<file path="config.mk">
export PLATFORM = sky130hd
export DESIGN_NAME = div_share_arbiter
export DESIGN_NICKNAME = d
export VERILOG_FILES = /design/src/rtl/div_share_arbiter.sv
export SDC_FILE = /design/constraint.sdc
export NUM_CORES = 1
export LEC_CHECK = 0
export ABC_AREA = 1
export BUFFER_PORTS_ARGS = -buffer_cell sky130_fd_sc_hd__buf_2
export CAP_MARGIN = 40
export CORE_MARGIN = 5
export CORE_UTILIZATION = 40
export DETAILED_ROUTE_END_ITERATION = 6
export PLACE_DENSITY = 0.73
export SLEW_MARGIN = 30
export SYNTH_ARGS = -nofsm -noshare
export SYNTH_HDL_FRONTEND = slang
export SYNTH_SLANG_ARGS = --single-unit
</file>
<file path="constraint.sdc">
create_clock -name clock -period 2.2 [get_ports clock]
set_input_delay 0 -clock clock [delete_from_list [all_inputs] [get_ports clock]]
set_output_delay 0 -clock clock [all_outputs]
set_load 0.02 [all_outputs]
</file>
<file path="src/rtl/div_share_arbiter.sv">
// div_share_arbiter: round-robin sharing of one pipelined divider among NREQ
// requesters. A tag pipe matched to the divider latency carries the requester
// id and divide-by-zero flag so each result returns to the requester that issued it.
module div_share_arbiter #(
  parameter  int DIVIDEND = 4,
  parameter  int DIVISOR  = 2,
  parameter  int NREQ     = 4,
  parameter  int LATENCY  = 4,
  localparam int IDW      = $clog2(NREQ),
  localparam int CW       = $clog2(LATENCY + 1)
) (
  input  logic                       clock,
  input  logic                       reset_n,
  input  logic                       enable,
  input  logic [NREQ-1:0]            req_valid,
  output logic [NREQ-1:0]            req_ready,
  input  logic [NREQ*DIVIDEND-1:0]   req_dividend,
  input  logic [NREQ*DIVISOR-1:0]    req_divisor,
  output logic [DIVIDEND-1:0]        div_dividend,
  output logic [DIVISOR-1:0]         div_divisor,
  input  logic [DIVIDEND-1:0]        div_quotient,
  input  logic [DIVISOR-1:0]         div_remainder,
  output logic                       rsp_valid,
  output logic [IDW-1:0]             rsp_id,
  output logic [DIVIDEND-1:0]        rsp_quotient,
  output logic [DIVISOR-1:0]         rsp_remainder,
  output logic                       rsp_dbz,
  output logic [CW-1:0]              inflight
);

  typedef struct packed {
    logic           vld;
    logic [IDW-1:0] id;
    logic           dbz;
  } tag_t;

  logic [IDW-1:0]       ptr_q, ptr_d;
  logic [CW-1:0]        inflight_q, inflight_d;
  tag_t [LATENCY-1:0]   tag_q;
  logic                 found;
  logic [IDW-1:0]       winner;
  logic                 hs;
  logic                 op_dbz;

  // Round-robin scan starting at ptr_q; first valid requester wins.
  always_comb begin
    found  = 1'b0;
    winner = '0;
    for (int k = 0; k < NREQ; k++) begin
      if (!found && req_valid[(int'(ptr_q) + k) % NREQ]) begin
        found  = 1'b1;
        winner = IDW'((int'(ptr_q) + k) % NREQ);
      end
    end
  end

  // Grant only out of reset and when enabled; grant implies valid, so ready is the handshake.
  assign hs        = reset_n & enable & found;
  assign req_ready = hs ? (NREQ'(1) << winner) : '0;

  // Operand mux; idle cycles present 0/1 so the divider never sees a zero divisor.
  always_comb begin
    div_dividend = '0;
    div_divisor  = DIVISOR'(1);
    op_dbz       = 1'b0;
    if (hs) begin
      div_dividend = req_dividend[winner*DIVIDEND +: DIVIDEND];
      div_divisor  = req_divisor[winner*DIVISOR +: DIVISOR];
      op_dbz       = (req_divisor[winner*DIVISOR +: DIVISOR] == '0);
    end
  end

  // Pointer advances past the winner on each handshake.
  always_comb begin
    ptr_d = ptr_q;
    if (hs) ptr_d = (winner == IDW'(NREQ - 1)) ? '0 : winner + 1'b1;
  end

  // In-flight count: issue adds, result strobe retires; both together cancel.
  always_comb begin
    inflight_d = inflight_q;
    case ({hs, rsp_valid})
      2'b10:   inflight_d = inflight_q + CW'(1);
      2'b01:   inflight_d = inflight_q - CW'(1);
      default: inflight_d = inflight_q;
    endcase
  end

  // Pointer and counter registers.
  always_ff @(posedge clock or negedge reset_n) begin
    if (!reset_n) begin
      ptr_q      <= '0;
      inflight_q <= '0;
    end else begin
      ptr_q      <= ptr_d;
      inflight_q <= inflight_d;
    end
  end

  // Tag pipe shifts every clock in lockstep with the divider (no stall path).
  always_ff @(posedge clock or negedge reset_n) begin
    if (!reset_n) begin
      tag_q <= '0;
    end else begin
      tag_q[0] <= {hs, winner, op_dbz};
      for (int i = 1; i < LATENCY; i++) tag_q[i] <= tag_q[i-1];
    end
  end

  assign rsp_valid     = tag_q[LATENCY-1].vld;
  assign rsp_id        = tag_q[LATENCY-1].id;
  assign rsp_dbz       = tag_q[LATENCY-1].dbz;
  assign rsp_quotient  = tag_q[LATENCY-1].dbz ? '1 : div_quotient;
  assign rsp_remainder = tag_q[LATENCY-1].dbz ? '0 : div_remainder;
  assign inflight      = inflight_q;

endmodule

</file>
# Yosys cells after proc, flatten, opt, wreduce, memory -nomap -nowiden
# Index checks and enable logic that the tools add are counted.
[totals] regBits=21 wordCells=73
[classes] n_addsub=6 n_lt_le_gt_ge=4 eq_ne=3 shifts=3 mux=27 bitwise_logic=5 reduce_logical=11
[op_table] op="$shiftx A16 B5 Y4" n=1
[op_table] op="$mux W2" n=7
[op_table] op="$lt A3 B4 Y1 const B" n=3
[op_table] op="$mux W1" n=12
[op_table] op="$mux W4" n=3
[op_table] op="$bmux W1 S2" n=4
[op_table] op="$shiftx A8 B4 Y2" n=1
[op_table] op="$pmux W3 S2" n=1
[op_table] op="$reduce_or A2 Y1" n=3
[op_table] op="$add A2 B1 Y2 const B" n=2
[op_table] op="$add A2 B2 Y2 const B" n=2
[op_table] op="$eq A2 B2 Y1 const B" n=2
[op_table] op="$shl A1 B2 Y4 const A" n=1
[op_table] op="$add A3 B1 Y3 const B" n=1
[op_table] op="$and A1 B1 Y1 const A" n=3
[op_table] op="$logic_and A1 B1 Y1" n=3
[op_table] op="$logic_not A1 Y1" n=3
[op_table] op="$lt A2 B3 Y1 const B" n=1
[op_table] op="$sub A3 B1 Y3 const B" n=1
[op_table] op="$and A1 B1 Y1" n=2
[op_table] op="$eq A2 B1 Y1 const B" n=1
[op_table] op="$logic_not A2 Y1" n=1
[op_table] op="$reduce_bool A2 Y1" n=1

# Depth between registers and ports, before layout
[logic_depth] word_depth=17 depth_mapped=16

# Least setup slack after synthesis
# OpenSTA, ideal clock, no wires.
[synth_timing] path_type="register to register" start="reg ptr_q[0]" end="reg inflight_q[2] (netlist: inflight[2])" setup_time_ns=0.128 arrival_ns=2.242 required_ns=2.072 setup_slack_ns=-0.170 path_stages_with_launch=16 path_buffers=2 period_less_slack_ns=2.370 cell_sequence="dfrtp_1 -> buf_6 -> inv_8 -> nand2_1 -> nand3_1 -> nand2_2 -> nor2_4 -> nand3_2 -> nand3_1 -> buf_2 -> ha_1 -> inv_1 -> fa_1 -> a21oi_1 -> o21ai_0 -> xnor2_1"
[synth_between] elab_chain_len=15 elab_cells_between_ends=29 classes_between="add/sub: 3; eq/ne: 2; mux: 16; bitwise: 1; reduce/logical: 7"
[synth_rtl] item="start, declared" line_no="37" source="logic [IDW-1:0] ptr_q, ptr_d;"
[synth_rtl] item="start signal, assigned" line_no="95" source="ptr_q <= ptr_d;"
[synth_rtl] item="$add A2 B1 Y2 / $bmux W1 S2 (equally long branches)" line_no="50" source="if (!found && req_valid[(int'(ptr_q) + k) % NREQ]) begin"
[synth_rtl] item="$bmux W1 S2 / $mux W1 (equally long branches)" line_no="50"
[synth_rtl] item="$mux W1 (implied by the code)" line_no="50"
[synth_rtl] item="$mux W1 (implied by the code) / $logic_not A1 Y1 (equally long branches)" line_no="50"
[synth_rtl] item="$logic_and A1 B1 Y1" line_no="50"
[synth_rtl] item="$mux W1" line_no="50"
[synth_rtl] item="$logic_not A1 Y1" line_no="50"
[synth_rtl] item="$logic_and A1 B1 Y1" line_no="50"
[synth_rtl] item="$mux W1" line_no="50"
[synth_rtl] item="$logic_not A1 Y1" line_no="50"
[synth_rtl] item="$logic_and A1 B1 Y1" line_no="50"
[synth_rtl] item="$mux W1 (*)" line_no="50"
[synth_rtl] item="$and A1 B1 Y1 (*)" line_no="58" source="assign hs = reset_n & enable & found;"
[synth_rtl] item="$eq A2 B1 Y1 / $eq A2 B2 Y1 (equally long branches)" line_no="82" source="case ({hs, rsp_valid})"
[synth_rtl] item="$pmux W3 S2 / $reduce_bool A2 Y1 (equally long branches)"
[synth_rtl] item="end signal, assigned" line_no="96" source="inflight_q <= inflight_d;"
[synth_rtl] item="end, declared" line_no="38" source="logic [CW-1:0] inflight_q, inflight_d;"
# Mark *: on every way between the ends. The rest lies on a longest branch, timed or not. The select of a mux whose other input is x is not followed.
# A chain may end at the register's enable or synchronous reset.

# Worst setup path after layout
[layout_timing] start="reg ptr_q[0]" end="out req_ready[2]"
[layout_between] elab_chain_len=14 elab_cells_between_ends=31 classes_between="add/sub: 3; shift: 1; mux: 20; bitwise: 1; reduce/logical: 6"
[layout_rtl] item="$add A2 B1 Y2 / $bmux W1 S2 (equally long branches)" line_no="50, 52"
[layout_rtl] item="$bmux W1 S2 / $mux W1 (equally long branches)" line_no="50"
[layout_rtl] item="$mux W1 (implied by the code)" line_no="50"
[layout_rtl] item="$mux W1 (implied by the code) / $logic_not A1 Y1 (equally long branches)" line_no="50"
[layout_rtl] item="$logic_and A1 B1 Y1" line_no="50"
[layout_rtl] item="$mux W1" line_no="50"
[layout_rtl] item="$logic_not A1 Y1" line_no="50"
[layout_rtl] item="$logic_and A1 B1 Y1" line_no="50"
[layout_rtl] item="$mux W1" line_no="50"
[layout_rtl] item="$logic_not A1 Y1" line_no="50"
[layout_rtl] item="$logic_and A1 B1 Y1" line_no="50"
[layout_rtl] item="$mux W2 / $mux W1 (equally long branches)" line_no="50"
[layout_rtl] item="$shl A1 B2 Y4 / $and A1 B1 Y1 (equally long branches)" line_no="59, 58"
[layout_rtl] item="$mux W4 (*)" line_no="59" source="assign req_ready = hs ? (NREQ'(1) << winner) : '0;"
[layout_rtl] item="end, declared" line_no="16" source="output logic [NREQ-1:0] req_ready,"
# Marks and branches as above.

==> run metrics <==
status=finished, violations left; failing checks=setup timing; residual DRC count=0; final hold viol count=0; hold path endpoint=tag_q[0]; ant diodes=0; Startpoint Class=register; WL final=around 4100 um; Mapped Nets=234; Post-synth ARST share=100%; Slew HR=a little over 80%; share of the yosys chip area belonging to registers=37.9%; total global routing overflow=0; Mapped Area=~0.0014 sq mm; R2R depth=15; Worst path slowest cell=dfrtp_2; area delta synth->final=68.4%; initial antenna violation count=0; reg2reg end=inflight[2]; commonest non-fill, non-tap cell in the layout=buf_2; vias in the first global route=1300; WL/cell=12.6 um; Final ANT Viol Nets=0; CP peak stage delay=0.45 ns; fraction of layout cells with a size suffix above 1=58.5%; Vert. Die Dim=68.9 um; Leakage=1.29 nW; Clock Skew=0.00867 ns; Clock Latency Late Sink=0.30 ns; reg2reg start=ptr_q[0]; Final setup viols=12; # port buffers=a little under 60; PD cells=1840 mW/mm^2; Pins Over Slew Limit=0; most frequent cells in the layout=buf_2, nand2_1, inv_1; Min-Delay Path Class=in -> reg; setup slack after layout=-0.150 ns; Final Cycle Share=107%; hold_sp=req_divisor[3]; top_reg_cell synth=dfrtp_1; row count=21; Placer Congestion=around 0.86; CP Buf/Inv Count=6; Final Cell Area=0.00233 sq mm; # Max-Cap Violations=0; via-per-instance ratio=4.60; Root Buffer=clkbuf_4; warnings from Yosys=0; CTS Buf Count=3; Synth Register Bits=21; Synth cell types=21; first-pass GRT wire length=5270 um; Max VDD drop=1.11 mV; Worst EP required=2.20 ns; fin crit period=2.35 ns; clk sinks=21; Crit path max-delay family=buffers and inverters; CTS Buffer Depth=2; H-tree depth=1; Avg Cell Area, Syn=7.26 sq um; initial DRC count=50; Worst-Margin Slew=0.255 ns; Chip Width=68.9 um; FILL cells=252; Hold Path Depth=6; I/O Pins=60; critical path endpoint category=primary output; WS Path Type=reg -> out; FMAX=between 0.4 and 0.5 GHz; Core ar.=0.00334 sq mm; CP Max Fanout=8; post-synthesis cell count=191; EDFF count, synth=0; unrepaired setup endpoints after global routing=true; Critical Path AT=2.35 ns; Finished Core Util=70.0%; Final HPWL DP=around 2500 um; CTS tree=yes; FF-to-FF setup slack=-0.11 ns; die area=0.00474 sq mm; Starting Density=41.5%; Critical Path, Cell by Cell=buf_12 > inv_16 > nand2_1 > nand2_2 > nand2_1 > o21ai_2 > nand3_4 > buf_6 > nand3_4 > buf_6 > ha_2 > inv_1 > nor2_1 > buf_4; dpl cell area=0.00178 sq mm; Final nets=319; clk slew on worst S/H paths=between 0.1 and 0.15 ns; Global Route Usage Sum=14.2%; via count=1477; pin count of the biggest net entering global routing=22; DR pass1 iterations=4
==> area by class of cell <==
cell class / count / area (sq um) / share of cell area [%]
timing repair buffer: 85 / 591 / 25.3
clock buffer: 3 / 22.5 / 0.965
clock inverter: 1 / 5.00 / 0.214
inverter: 37 / 168 / 7.18
sequential: 21 / 527 / 22.6
tap: 46 / 57.6 / 2.47
timing repair inverter: 1 / 11.3 / 0.482
multi-input combinational: 127 / 953 / 40.8
==> worst max-delay path by stage <==
stage	startpoint	endpoint	depth (start not counted)
after CTS	ptr_q[0]	req_ready[0]	16
final	ptr_q[0]	req_ready[2]	14
after global placement	ptr_q[0]	inflight[2]	14
after global routing	ptr_q[0]	req_ready[2]	16
after floorplan	ptr_q[0]	inflight[2]	16
after detailed placement	ptr_q[0]	inflight[2]	14
==> registers in the layout, indices dropped and copies added, names as in the netlist <==
signal / cells
inflight: 3
ptr_q: 2
rsp_dbz: 1
rsp_id: 2
rsp_valid: 1
tag_q: 12
==> worst min-delay path: stages <==
cell and delay [ns]:
buf_2 0.07, inv_1 0.03, nand2_1 0.06, nand3_2 0.07, nand2_1 0.07, nor2_1 0.04
==> where the power goes <==
| group | switching, W | internal, W |
|---|---|---|
| combinational | 0.00201 | 0.00147 |
| sequential | 0.0000799 | 0.000554 |
| clock | 0.000109 | 0.0000678 |
| total | 0.00220 | 0.00209 |
==> synthesized netlist by cell type (2+ instances only) <==
library cell	number	share of area, %
nor2_1	7	1.9
xnor2_1	2	1.3
buf_6	3	2.4
nand2_2	9	4.1
inv_2	2	0.54
nand3_1	15	5.4
dfrtp_1	21	38
inv_1	34	9.2
nand2_1	64	17
a21oi_1	6	2.2
nand4_1	3	1.4
buf_4	2	1.1
or2_2	4	1.8
nand3_2	3	2.2
o21ai_0	6	2.2
ha_1	5	4.5
==> timing repair <==
action	4_1_cts	5_1_grt
buffers inserted	5	9
endpoints found under the setup margin	11	12
gates cloned	1	1
pin swaps	4	31
hold buffers	1	0
resized for setup	30	82
hold endpoints to repair	21	0
==> cell families (layout without fill, tap and decap cells) <==
family / Yosys count / in the layout / synth area share (%)
AO/OA/AOI/OAI: 12 / 12 / 4.33
XOR/XNOR: 2 / 2 / 1.26
adder cells (fa/ha/maj): 6 / 6 / 5.96
buffers and inverters: 43 / 127 / 14.4
flip-flops: 21 / 21 / 37.9
AND/OR/NAND/NOR: 107 / 107 / 36.1
==> through the flow <==
stage | TNS (ns) | power, W | hold WS (ns) | std cells | worst slack [ns]
after floorplan | 0 | 0.00226 | -0.296 | 191 | 0.00596
after global placement | 0 | 0.00272 | 0.0152 | 300 | 0.0130
after detailed placement | -0.0458 | 0.00274 | 0.0109 | 300 | -0.0458
after CTS | -0.326 | 0.00329 | 0.0308 | 311 | -0.0467
after global routing | -3.09 | 0.00462 | 0.0641 | 321 | -0.327
final | -1.23 | 0.00429 | 0.0638 | 321 | -0.150
==> layer usage <==
metal | track usage [%] | vias up | wire length (um)
met3 | 3.57 | 11 | 345
li1 | - | 747 | -
met2 | 25.2 | 58 | 2020
met1 | 17.9 | 661 | 1630
met5 | 0 | - | 0
met4 | 1.46 | 0 | 55
No activity file was read; power rests on OpenSTA's default activity.
